File: config.mk
export PLATFORM = sky130hd
export DESIGN_NAME = multicycle_control
export DESIGN_NICKNAME = d
export VERILOG_FILES = /design/src/rtl/multicycle_control_pkg.sv /design/src/rtl/multicycle_control_wait_timer.sv /design/src/rtl/multicycle_control.sv
export SDC_FILE = /design/constraint.sdc
export NUM_CORES = 1
export LEC_CHECK = 0
export ABC_AREA = 1
export CAP_MARGIN = 10
export CORE_ASPECT_RATIO = 0.75
export CORE_MARGIN = 2
export CORE_UTILIZATION = 40
export CTS_CLUSTER_DIAMETER = 100
export DETAILED_ROUTE_END_ITERATION = 10
export PLACE_DENSITY = 0.65
export SLEW_MARGIN = 10
export SYNTH_ARGS = -nofsm -noshare
export SYNTH_HDL_FRONTEND = slang
export SYNTH_SLANG_ARGS = --single-unit
File: constraint.sdc
create_clock -name clk -period 1.95 [get_ports clk]
set_clock_uncertainty 0.05 [all_clocks]
set_input_delay 0.195 -clock clk [delete_from_list [all_inputs] [get_ports clk]]
set_output_delay 0.195 -clock clk [all_outputs]
set_load 0.1 [all_outputs]
File: src/rtl/multicycle_control_pkg.sv
// Shared encodings for the multicycle control FSM: states, opcodes, ALUOp.
// ALUOp codes are consumed unchanged by the ALU control stage.
package multicycle_control_pkg;

  typedef enum logic [3:0] {
    S_FETCH  = 4'd0,
    S_DECODE = 4'd1,
    S_MEMADR = 4'd2,
    S_MEMRD  = 4'd3,
    S_MEMWB  = 4'd4,
    S_MEMWR  = 4'd5,
    S_REXEC  = 4'd6,
    S_RWB    = 4'd7,
    S_IEXEC  = 4'd8,
    S_IWB    = 4'd9,
    S_BRANCH = 4'd10,
    S_JUMP   = 4'd11,
    S_TRAP   = 4'd12
  } state_e;

  localparam logic [5:0] OP_RTYPE = 6'b000000;
  localparam logic [5:0] OP_LW    = 6'b100011;
  localparam logic [5:0] OP_SW    = 6'b101011;
  localparam logic [5:0] OP_ADDI  = 6'b001000;
  localparam logic [5:0] OP_ORI   = 6'b001101;
  localparam logic [5:0] OP_LUI   = 6'b001111;
  localparam logic [5:0] OP_BEQ   = 6'b000100;
  localparam logic [5:0] OP_BNE   = 6'b000101;
  localparam logic [5:0] OP_J     = 6'b000010;

  localparam logic [2:0] ALU_NONE  = 3'b000;
  localparam logic [2:0] ALU_RTYPE = 3'b111;
  localparam logic [2:0] ALU_ADD   = 3'b100;
  localparam logic [2:0] ALU_OR    = 3'b101;
  localparam logic [2:0] ALU_LUI   = 3'b011;

  function automatic state_e decode_next(input logic [5:0] op);
    state_e nxt;
    nxt = S_TRAP;
    case (op)
      OP_RTYPE:       nxt = S_REXEC;
      OP_LW, OP_SW:   nxt = S_MEMADR;
      OP_ADDI,
      OP_ORI,
      OP_LUI:         nxt = S_IEXEC;
      OP_BEQ:         nxt = S_BRANCH;
`ifdef MC_BNE_EN
      OP_BNE:         nxt = S_BRANCH;
`endif
      OP_J:           nxt = S_JUMP;
      default:        nxt = S_TRAP;
    endcase
    return nxt;
  endfunction

endpackage

File: src/rtl/multicycle_control_wait_timer.sv
// Counts consecutive memory wait cycles; expired once the count
// reaches MEM_TIMEOUT.
module mc_wait_timer #(
  parameter int unsigned MEM_TIMEOUT = 15
) (
  input  logic clk,
  input  logic reset,
  input  logic clr,
  input  logic inc,
  output logic expired
);

  logic [7:0] cnt_q, cnt_d;

  always_comb begin
    cnt_d = cnt_q;
    if (clr) begin
      cnt_d = '0;
    end else if (inc && (cnt_q != 8'hff)) begin
      cnt_d = cnt_q + 8'd1;
    end
  end

  always_ff @(posedge clk or negedge reset) begin
    if (!reset) cnt_q <= '0;
    else        cnt_q <= cnt_d;
  end

  assign expired = (cnt_q >= 8'(MEM_TIMEOUT));

endmodule

File: src/rtl/multicycle_control.sv
// Multicycle datapath control FSM with memory timeout trap.
// Optional MC_BNE_EN: bne decodes to BRANCH and loads the PC on zero=0.
module multicycle_control
  import multicycle_control_pkg::*;
#(
  parameter int unsigned MEM_TIMEOUT = 15
) (
  input  logic       clk,
  input  logic       reset,
  input  logic [5:0] opcode,
  input  logic       zero,
  input  logic       mem_ready,
  output logic       PCWrite,
  output logic       PCWriteCond,
  output logic       IorD,
  output logic       MemRead,
  output logic       MemWrite,
  output logic       IRWrite,
  output logic       MemtoReg,
  output logic       RegDst,
  output logic       RegWrite,
  output logic       ALUSrcA,
  output logic [1:0] ALUSrcB,
  output logic [1:0] PCSource,
  output logic [2:0] ALUOp,
  output logic [3:0] state,
  output logic       error
);

  state_e state_q, state_d;
  logic   mem_st;
  logic   expired;
  logic   clr;
  logic   inc;

  always_ff @(posedge clk or negedge reset) begin
    if (!reset) state_q <= S_FETCH;
    else        state_q <= state_d;
  end

  always_comb begin
    state_d     = state_q;
    mem_st      = 1'b0;
    PCWrite     = 1'b0;
    PCWriteCond = 1'b0;
    IorD        = 1'b0;
    MemRead     = 1'b0;
    MemWrite    = 1'b0;
    IRWrite     = 1'b0;
    MemtoReg    = 1'b0;
    RegDst      = 1'b0;
    RegWrite    = 1'b0;
    ALUSrcA     = 1'b0;
    ALUSrcB     = 2'b00;
    PCSource    = 2'b00;
    ALUOp       = ALU_NONE;
    unique case (state_q)
      S_FETCH: begin
        MemRead = 1'b1;
        ALUSrcB = 2'b01;
        ALUOp   = ALU_ADD;
        mem_st  = 1'b1;
        // timeout wins even if memory answers in the same cycle
        if (expired) begin
          state_d = S_TRAP;
        end else if (mem_ready) begin
          IRWrite = 1'b1;
          PCWrite = 1'b1;
          state_d = S_DECODE;
        end
      end
      S_DECODE: begin
        ALUSrcB = 2'b11;
        ALUOp   = ALU_ADD;
        state_d = decode_next(opcode);
      end
      S_MEMADR: begin
        ALUSrcA = 1'b1;
        ALUSrcB = 2'b10;
        ALUOp   = ALU_ADD;
        state_d = (opcode == OP_SW) ? S_MEMWR : S_MEMRD;
      end
      S_MEMRD: begin
        MemRead = 1'b1;
        IorD    = 1'b1;
        mem_st  = 1'b1;
        if (expired)        state_d = S_TRAP;
        else if (mem_ready) state_d = S_MEMWB;
      end
      S_MEMWB: begin
        RegWrite = 1'b1;
        MemtoReg = 1'b1;
        state_d  = S_FETCH;
      end
      S_MEMWR: begin
        MemWrite = 1'b1;
        IorD     = 1'b1;
        mem_st   = 1'b1;
        if (expired)        state_d = S_TRAP;
        else if (mem_ready) state_d = S_FETCH;
      end
      S_REXEC: begin
        ALUSrcA = 1'b1;
        ALUOp   = ALU_RTYPE;
        state_d = S_RWB;
      end
      S_RWB: begin
        RegWrite = 1'b1;
        RegDst   = 1'b1;
        state_d  = S_FETCH;
      end
      S_IEXEC: begin
        ALUSrcA = 1'b1;
        ALUSrcB = 2'b10;
        ALUOp   = ALU_ADD;
        if (opcode == OP_ORI) ALUOp = ALU_OR;
        if (opcode == OP_LUI) ALUOp = ALU_LUI;
        state_d = S_IWB;
      end
      S_IWB: begin
        RegWrite = 1'b1;
        state_d  = S_FETCH;
      end
      S_BRANCH: begin
        PCSource    = 2'b01;
        PCWriteCond = zero;
`ifdef MC_BNE_EN
        if (opcode == OP_BNE) PCWriteCond = ~zero;
`endif
        state_d     = S_FETCH;
      end
      S_JUMP: begin
        PCWrite  = 1'b1;
        PCSource = 2'b10;
        state_d  = S_FETCH;
      end
      S_TRAP: begin
        state_d = S_TRAP;
      end
      default: begin
        state_d = S_TRAP;
      end
    endcase
  end

  assign clr = mem_ready | (state_d != state_q);
  assign inc = mem_st & ~mem_ready;

  mc_wait_timer #(
    .MEM_TIMEOUT(MEM_TIMEOUT)
  ) u_wait (
    .clk    (clk),
    .reset  (reset),
    .clr    (clr),
    .inc    (inc),
    .expired(expired)
  );

  assign state = state_q;
  assign error = (state_q == S_TRAP);

endmodule

======== Word level (Yosys, flattened, before mapping) ========
Cells that the tools add are included.
word-level totals
  bits in registers ....................... 12
  output and inout port bits .............. 22
  word-level logic and storage cells ...... 71
operators by class
  reduce and logical (&&, ||, !) cells .... 14
  add/subtract/negate cells ............... 1
  eq/ne operators ......................... 21
  bitwise gates (word level) .............. 3
  muxes and demuxes ....................... 29
  magnitude comparators ................... 1
operators by type and width
  operator                                             number
  case mux 4 bit (8 select lines)                      1
  2-to-1 mux 4 bit                                     6
  equality test 4 bit, second input constant           5
  case mux 4 bit (5 select lines)                      1
  equality test 6 x 4 -> 1 bit, second input constant  3
  equality test 4 x 3 -> 1 bit, second input constant  4
  2-to-1 mux 8 bit                                     2
  OR reduction 3 bit                                   5
  2-to-1 mux 1 bit                                     13
  equality test 6 bit, second input constant           2
  case mux 3 bit (3 select lines)                      1
  adder 8 x 1 -> 8 bit, second input constant          1
  equality test 4 x 2 -> 1 bit, second input constant  2
  >= comparator 8 x 4 -> 1 bit, second input constant  1
  != test 8 bit, second input constant                 1
  OR reduction 2 bit                                   4
  equality test 6 x 2 -> 1 bit, second input constant  1
  equality test 6 x 3 -> 1 bit, second input constant  1
  zero test 6 bit                                      1
  2-to-1 mux 3 bit                                     2
  case mux 2 bit (3 select lines)                      1
  OR reduction 5 bit                                   1
  equality test 4 x 1 -> 1 bit, second input constant  1
  zero test 4 bit                                      1
  other kinds (8)                                      8

======== Depth between registers and ports, before layout ========
  depth after elaboration ................. 7
  gate-level depth with buffers ........... 13
  gate-level depth less buffers ........... 13

======== Modules after synthesis ========
A second synthesis with hierarchy kept.
unflattened totals
  cell total of the unflattened synthesis .. 200
  area total of the unflattened synthesis .. 1182.4 µm²
modules (own cells, without submodules)
  module              times used  area each (µm²)  cells an instance
  multicycle_control  1           669.4            122
  mc_wait_timer       1           513.0            78

======== Worst setup path after synthesis ========
Ideal clock, no wire load.
  kind .................................... reg2out
  from .................................... register state_q[2] (netlist: state[2])
  to ...................................... output RegWrite
  cell stages (with the launch flop) ...... 7
  arrival time ............................ 3850 ps
  slack ................................... -2145 ps
  required time ........................... 1705 ps
  path buffers ............................ 0
  cell sequence ........................... dfrtp_1 inv_1 nor2_2 inv_1 nor2_1 nor2_1 o21ai_0
between the ends
  word-level cells in the longest chain between the ends .. 3
  elaborated cells between the ends (all ways) .. 5
RTL lines
  item                                                                 RTL line                  RTL
  start, declared                                                      multicycle_control.sv:30  state_e state_q, state_d;
  start signal, assigned                                               multicycle_control.sv:38  else state_q <= state_d;
  equality test 4 bit or equality test 4 x 3 -> 1 bit (tied branches)  multicycle_control.sv:57  unique case (state_q)
  OR reduction 3 bit (no line) (*)                                     -
  2-to-1 mux 1 bit (*)                                                 multicycle_control.sv:57
  end, declared                                                        multicycle_control.sv:21  output logic RegWrite,
Mark *: on every way between the ends. The rest lies on a longest branch, timed or not.

======== Final worst setup path ========
  from .................................... register state_q[2] (netlist: state[2])
  to ...................................... output ALUSrcB[1]
between the ends
  word-level cells in the longest chain between the ends .. 3
  elaborated cells between the ends (all ways) .. 6
RTL lines
  item                                                                 RTL line                  RTL
  equality test 4 bit or equality test 4 x 2 -> 1 bit (tied branches)  multicycle_control.sv:57
  OR reduction 2 bit (no line)                                         -
  case mux 2 bit (3 select lines) (*)                                  multicycle_control.sv:57
  end, declared                                                        multicycle_control.sv:23  output logic [1:0] ALUSrcB,
Marked as above.

==> flow_summary.ini <==
[synthesis]
ys_warn_count = 0
syn_nets = 198
netlist_area_um2 = 1120
synth_compound_area_frac = 0.0569
synthAdderAreaFrac = 0.0112
ys_seq_elements = 12
syn_inst = 187
ys_seq_area_frac = 0.268
ys_types = 23
synth-xor-area-share = 0.0391
synth_top_family_by_area = simple AND/OR/NAND/NOR gates
synth_mux_area_frac = 0
avgSynthCellArea_um2 = 6.00
synthSimpleGateAreaFrac = 0.513

[timing]
max_freq_mhz = 513
min_period_ns = 1.95
period_share = 1.00
slew_viol_final = 0
setup_viol = 0
worstMarginPinSlew_ns = 0.535
hold_slack_ns = 0.252
rsz0062_at_grt = yes
slew_headroom = 0.642
postLayoutSetupSlackWorst_ns = 0.000786
hold_viol_final = 0

[critical_path]
reg2reg_depth = 9
required_ns = 1.70
critPathLaunchType = register
crit_type = reg2out
r2r_setup_slack_ns = 0.06
critPathArrivalTime_ns = 1.70
endpoint_kind = primary output
crit-reg2reg-launch = state[2]
crit_path_max_fanout = 7
r2r-end = u_wait.cnt_q[1]

[cells_and_area]
syn_to_final_growth_pct = 84.7
final_cells = 272
nets = 248
n_fill_cell = 175
final_area_um2 = 2070
layout-drive-gt1-share = 0.436
diodes = 0

[clocking]
insertion_delay_ns = 0.24
cts_max_level = 1
cts_root_buffer = clkbuf_8
clk_pin_slew_worst_paths_ns = 0.06
cts.sinks = 12
cts_tree = done
clock_path_buffers = 2
cts_buffers = 3

[hold_path]
holdCritPathClass = in2async

[power]
p_total_mw = 0.580
leakage_nw = 1.01
p_per_area_nw_per_um2 = 280
ir_drop_mv = 0.575

[floorplanning]
start_util = 0.424
die_w_um = 65.1
row_count = 16
io_pins = 32
die-height_um = 49.9
dieArea_um2 = 3250
core-area_um2 = 2640

[detailed_routing]
viasPerCell = 5.05
via_count = 1373
routedWlPerCell_um = 13.2
routed_wl_mm = 3.60
ant_nets = 0
first_pass_iters = 8
drc = 0
first_iter_violations = 41

[global_route]
grt_antenna_before_repair = 0
grt_max_degree = 13
grt_pass1_vias = 1158
overflow = 0
grt_pass1_wl_mm = 5.19
track_usage = 0.207

[placed_design]
dp_slack_ns = -0.124
place_inst = 259
port_buffers = 31
post-dp-hpwl_mm = 2.59
finalWeightedCongestion = 0.913
dpl_cell_area_um2 = 1850

[outcome]
status = finished, final reports clean

[job]
drv_cap = 0
kinds of logic (layout without fill, tap and decap cells):
family | after synthesis | after routing
AND/OR/NAND/NOR | 124 | 124
adder cells (fa/ha/maj) | 1 | 1
buffers and inverters | 33 | 82
flip-flops | 12 | 12
XOR/XNOR | 5 | 5
AO/OA/AOI/OAI | 12 | 12
per-stage QoR:
| stage | TNS [ns] | util |
|---|---|---|
| 3_5_place_dp | -0.913 | 0.701 |
| 3_3_place_gp | -0.0662 | 0.701 |
| 6_report | 0 | 0.784 |
| 4_1_cts | 0 | 0.737 |
| 2_1_floorplan | -1.97 | - |
| 5_1_grt | -0.265 | 0.784 |
worst max-delay path by stage:
| stage | startpoint | to | slack [ns] | cells after the start |
|---|---|---|---|---|
| 2_1_floorplan | state[2] | RegWrite | -0.19 | 6 |
| 3_3_place_gp | opcode[5] | u_wait.cnt_q[1] | -0.01 | 10 |
| 3_5_place_dp | opcode[5] | u_wait.cnt_q[2] | -0.12 | 12 |
| 4_1_cts | state[2] | ALUOp[1] | 0.02 | 6 |
| 5_1_grt | state[2] | u_wait.cnt_q[1] | -0.04 | 9 |
| 6_report | state[2] | ALUSrcB[1] | 0.0008 | 5 |
placed cells by master, fill, tap and decap left out:
| master | synthesis | final |
|---|---|---|
| buf_4 | 0 | 17 |
| clkbuf_8 | 0 | 4 |
| xor2_1 | 4 | 4 |
| nand2_4 | 1 | 5 |
| nand3_2 | 2 | 7 |
| nand3_1 | 21 | 16 |
| dlymetal6s2s_1 | 0 | 2 |
| buf_6 | 0 | 1 |
| a21o_1 | 1 | 1 |
| clkinv_2 | 1 | 1 |
| nand4_1 | 4 | 4 |
| dfrtp_1 | 12 | 8 |
| o21ai_1 | 1 | 1 |
| nor2_1 | 41 | 21 |
| inv_1 | 32 | 26 |
| nor3b_4 | 0 | 1 |
| buf_12 | 0 | 18 |
| nor2_4 | 2 | 12 |
| xnor2_1 | 1 | 1 |
| ha_1 | 1 | 1 |
| nand2_1 | 43 | 35 |
| dfrtp_4 | 0 | 4 |
| clkdlybuf4s50_1 | 0 | 7 |
| inv_2 | 0 | 4 |
| nand2_2 | 4 | 8 |
| o21ai_4 | 0 | 4 |
| nand3b_1 | 1 | 1 |
| a21oi_1 | 2 | 2 |
| inv_4 | 0 | 2 |
| nand3_4 | 1 | 1 |
| o22ai_4 | 0 | 1 |
| nor2_2 | 3 | 13 |
| o21ai_0 | 7 | 3 |
power by group:
group | switching [mW] | internal [mW] | leakage, nW | total (mW)
logic | 0.0323 | 0.0256 | 0.831 | 0.0579
clock network | 0.0944 | 0.178 | 0.0288 | 0.273
registers | 0 | 0.249 | 0.154 | 0.249
synthesized netlist by cell type (all sizes together):
cell type	n	area, µm²
xor2	4	35.0
nand3b	1	7.51
clkinv	1	5.00
ha	1	12.5
nor3b	1	7.51
o21ai	8	40.0
a21o	1	7.51
o22ai	1	6.26
nor2	46	195
nand2	48	198
a21oi	2	10.0
xnor2	1	8.76
nand3	24	143
dfrtp	12	300
inv	32	120
nand4	4	25.0
per-layer routing:
| layer | GRT usage | vias up | share of wire |
|---|---|---|---|
| met5 | 0 | - | 0 |
| met4 | 0.0174 | 0 | 0.0033 |
| met3 | 0.0616 | 4 | 0.063 |
| met2 | 0.332 | 47 | 0.50 |
| met1 | 0.289 | 638 | 0.44 |
| li1 | - | 684 | - |
area by class of cell:
type,count,area (µm²),area share
Sequential cell,12,315,0.152
Multi-Input combinational cell,142,931,0.450
Clock buffer,4,55.1,0.0266
Tap cell,36,45.0,0.0218
Timing Repair Buffer,45,594,0.287
Inverter,33,130,0.0628
registers in the layout, summed over array words and instances, names as in the netlist:
signal / cells
u_wait.cnt_q: 8
state: 4
critical path, cell delays in order (launching register included):
cell and delay (ns):
dfrtp_4 0.53, nor2_4 0.29, buf_4 0.18, nand2_2 0.09, o21ai_4 0.18, buf_12 0.19
what timing repair did:
item                                    CTS  global route
resized for setup                         4            29
pin swaps                                 1            10
gates cloned                              0             0
buffers inserted                          3             6
endpoints found under the setup margin    5            11
hold buffers                              0             0
hold endpoints to repair                  0             0
Power figures use the tool's default switching activity.
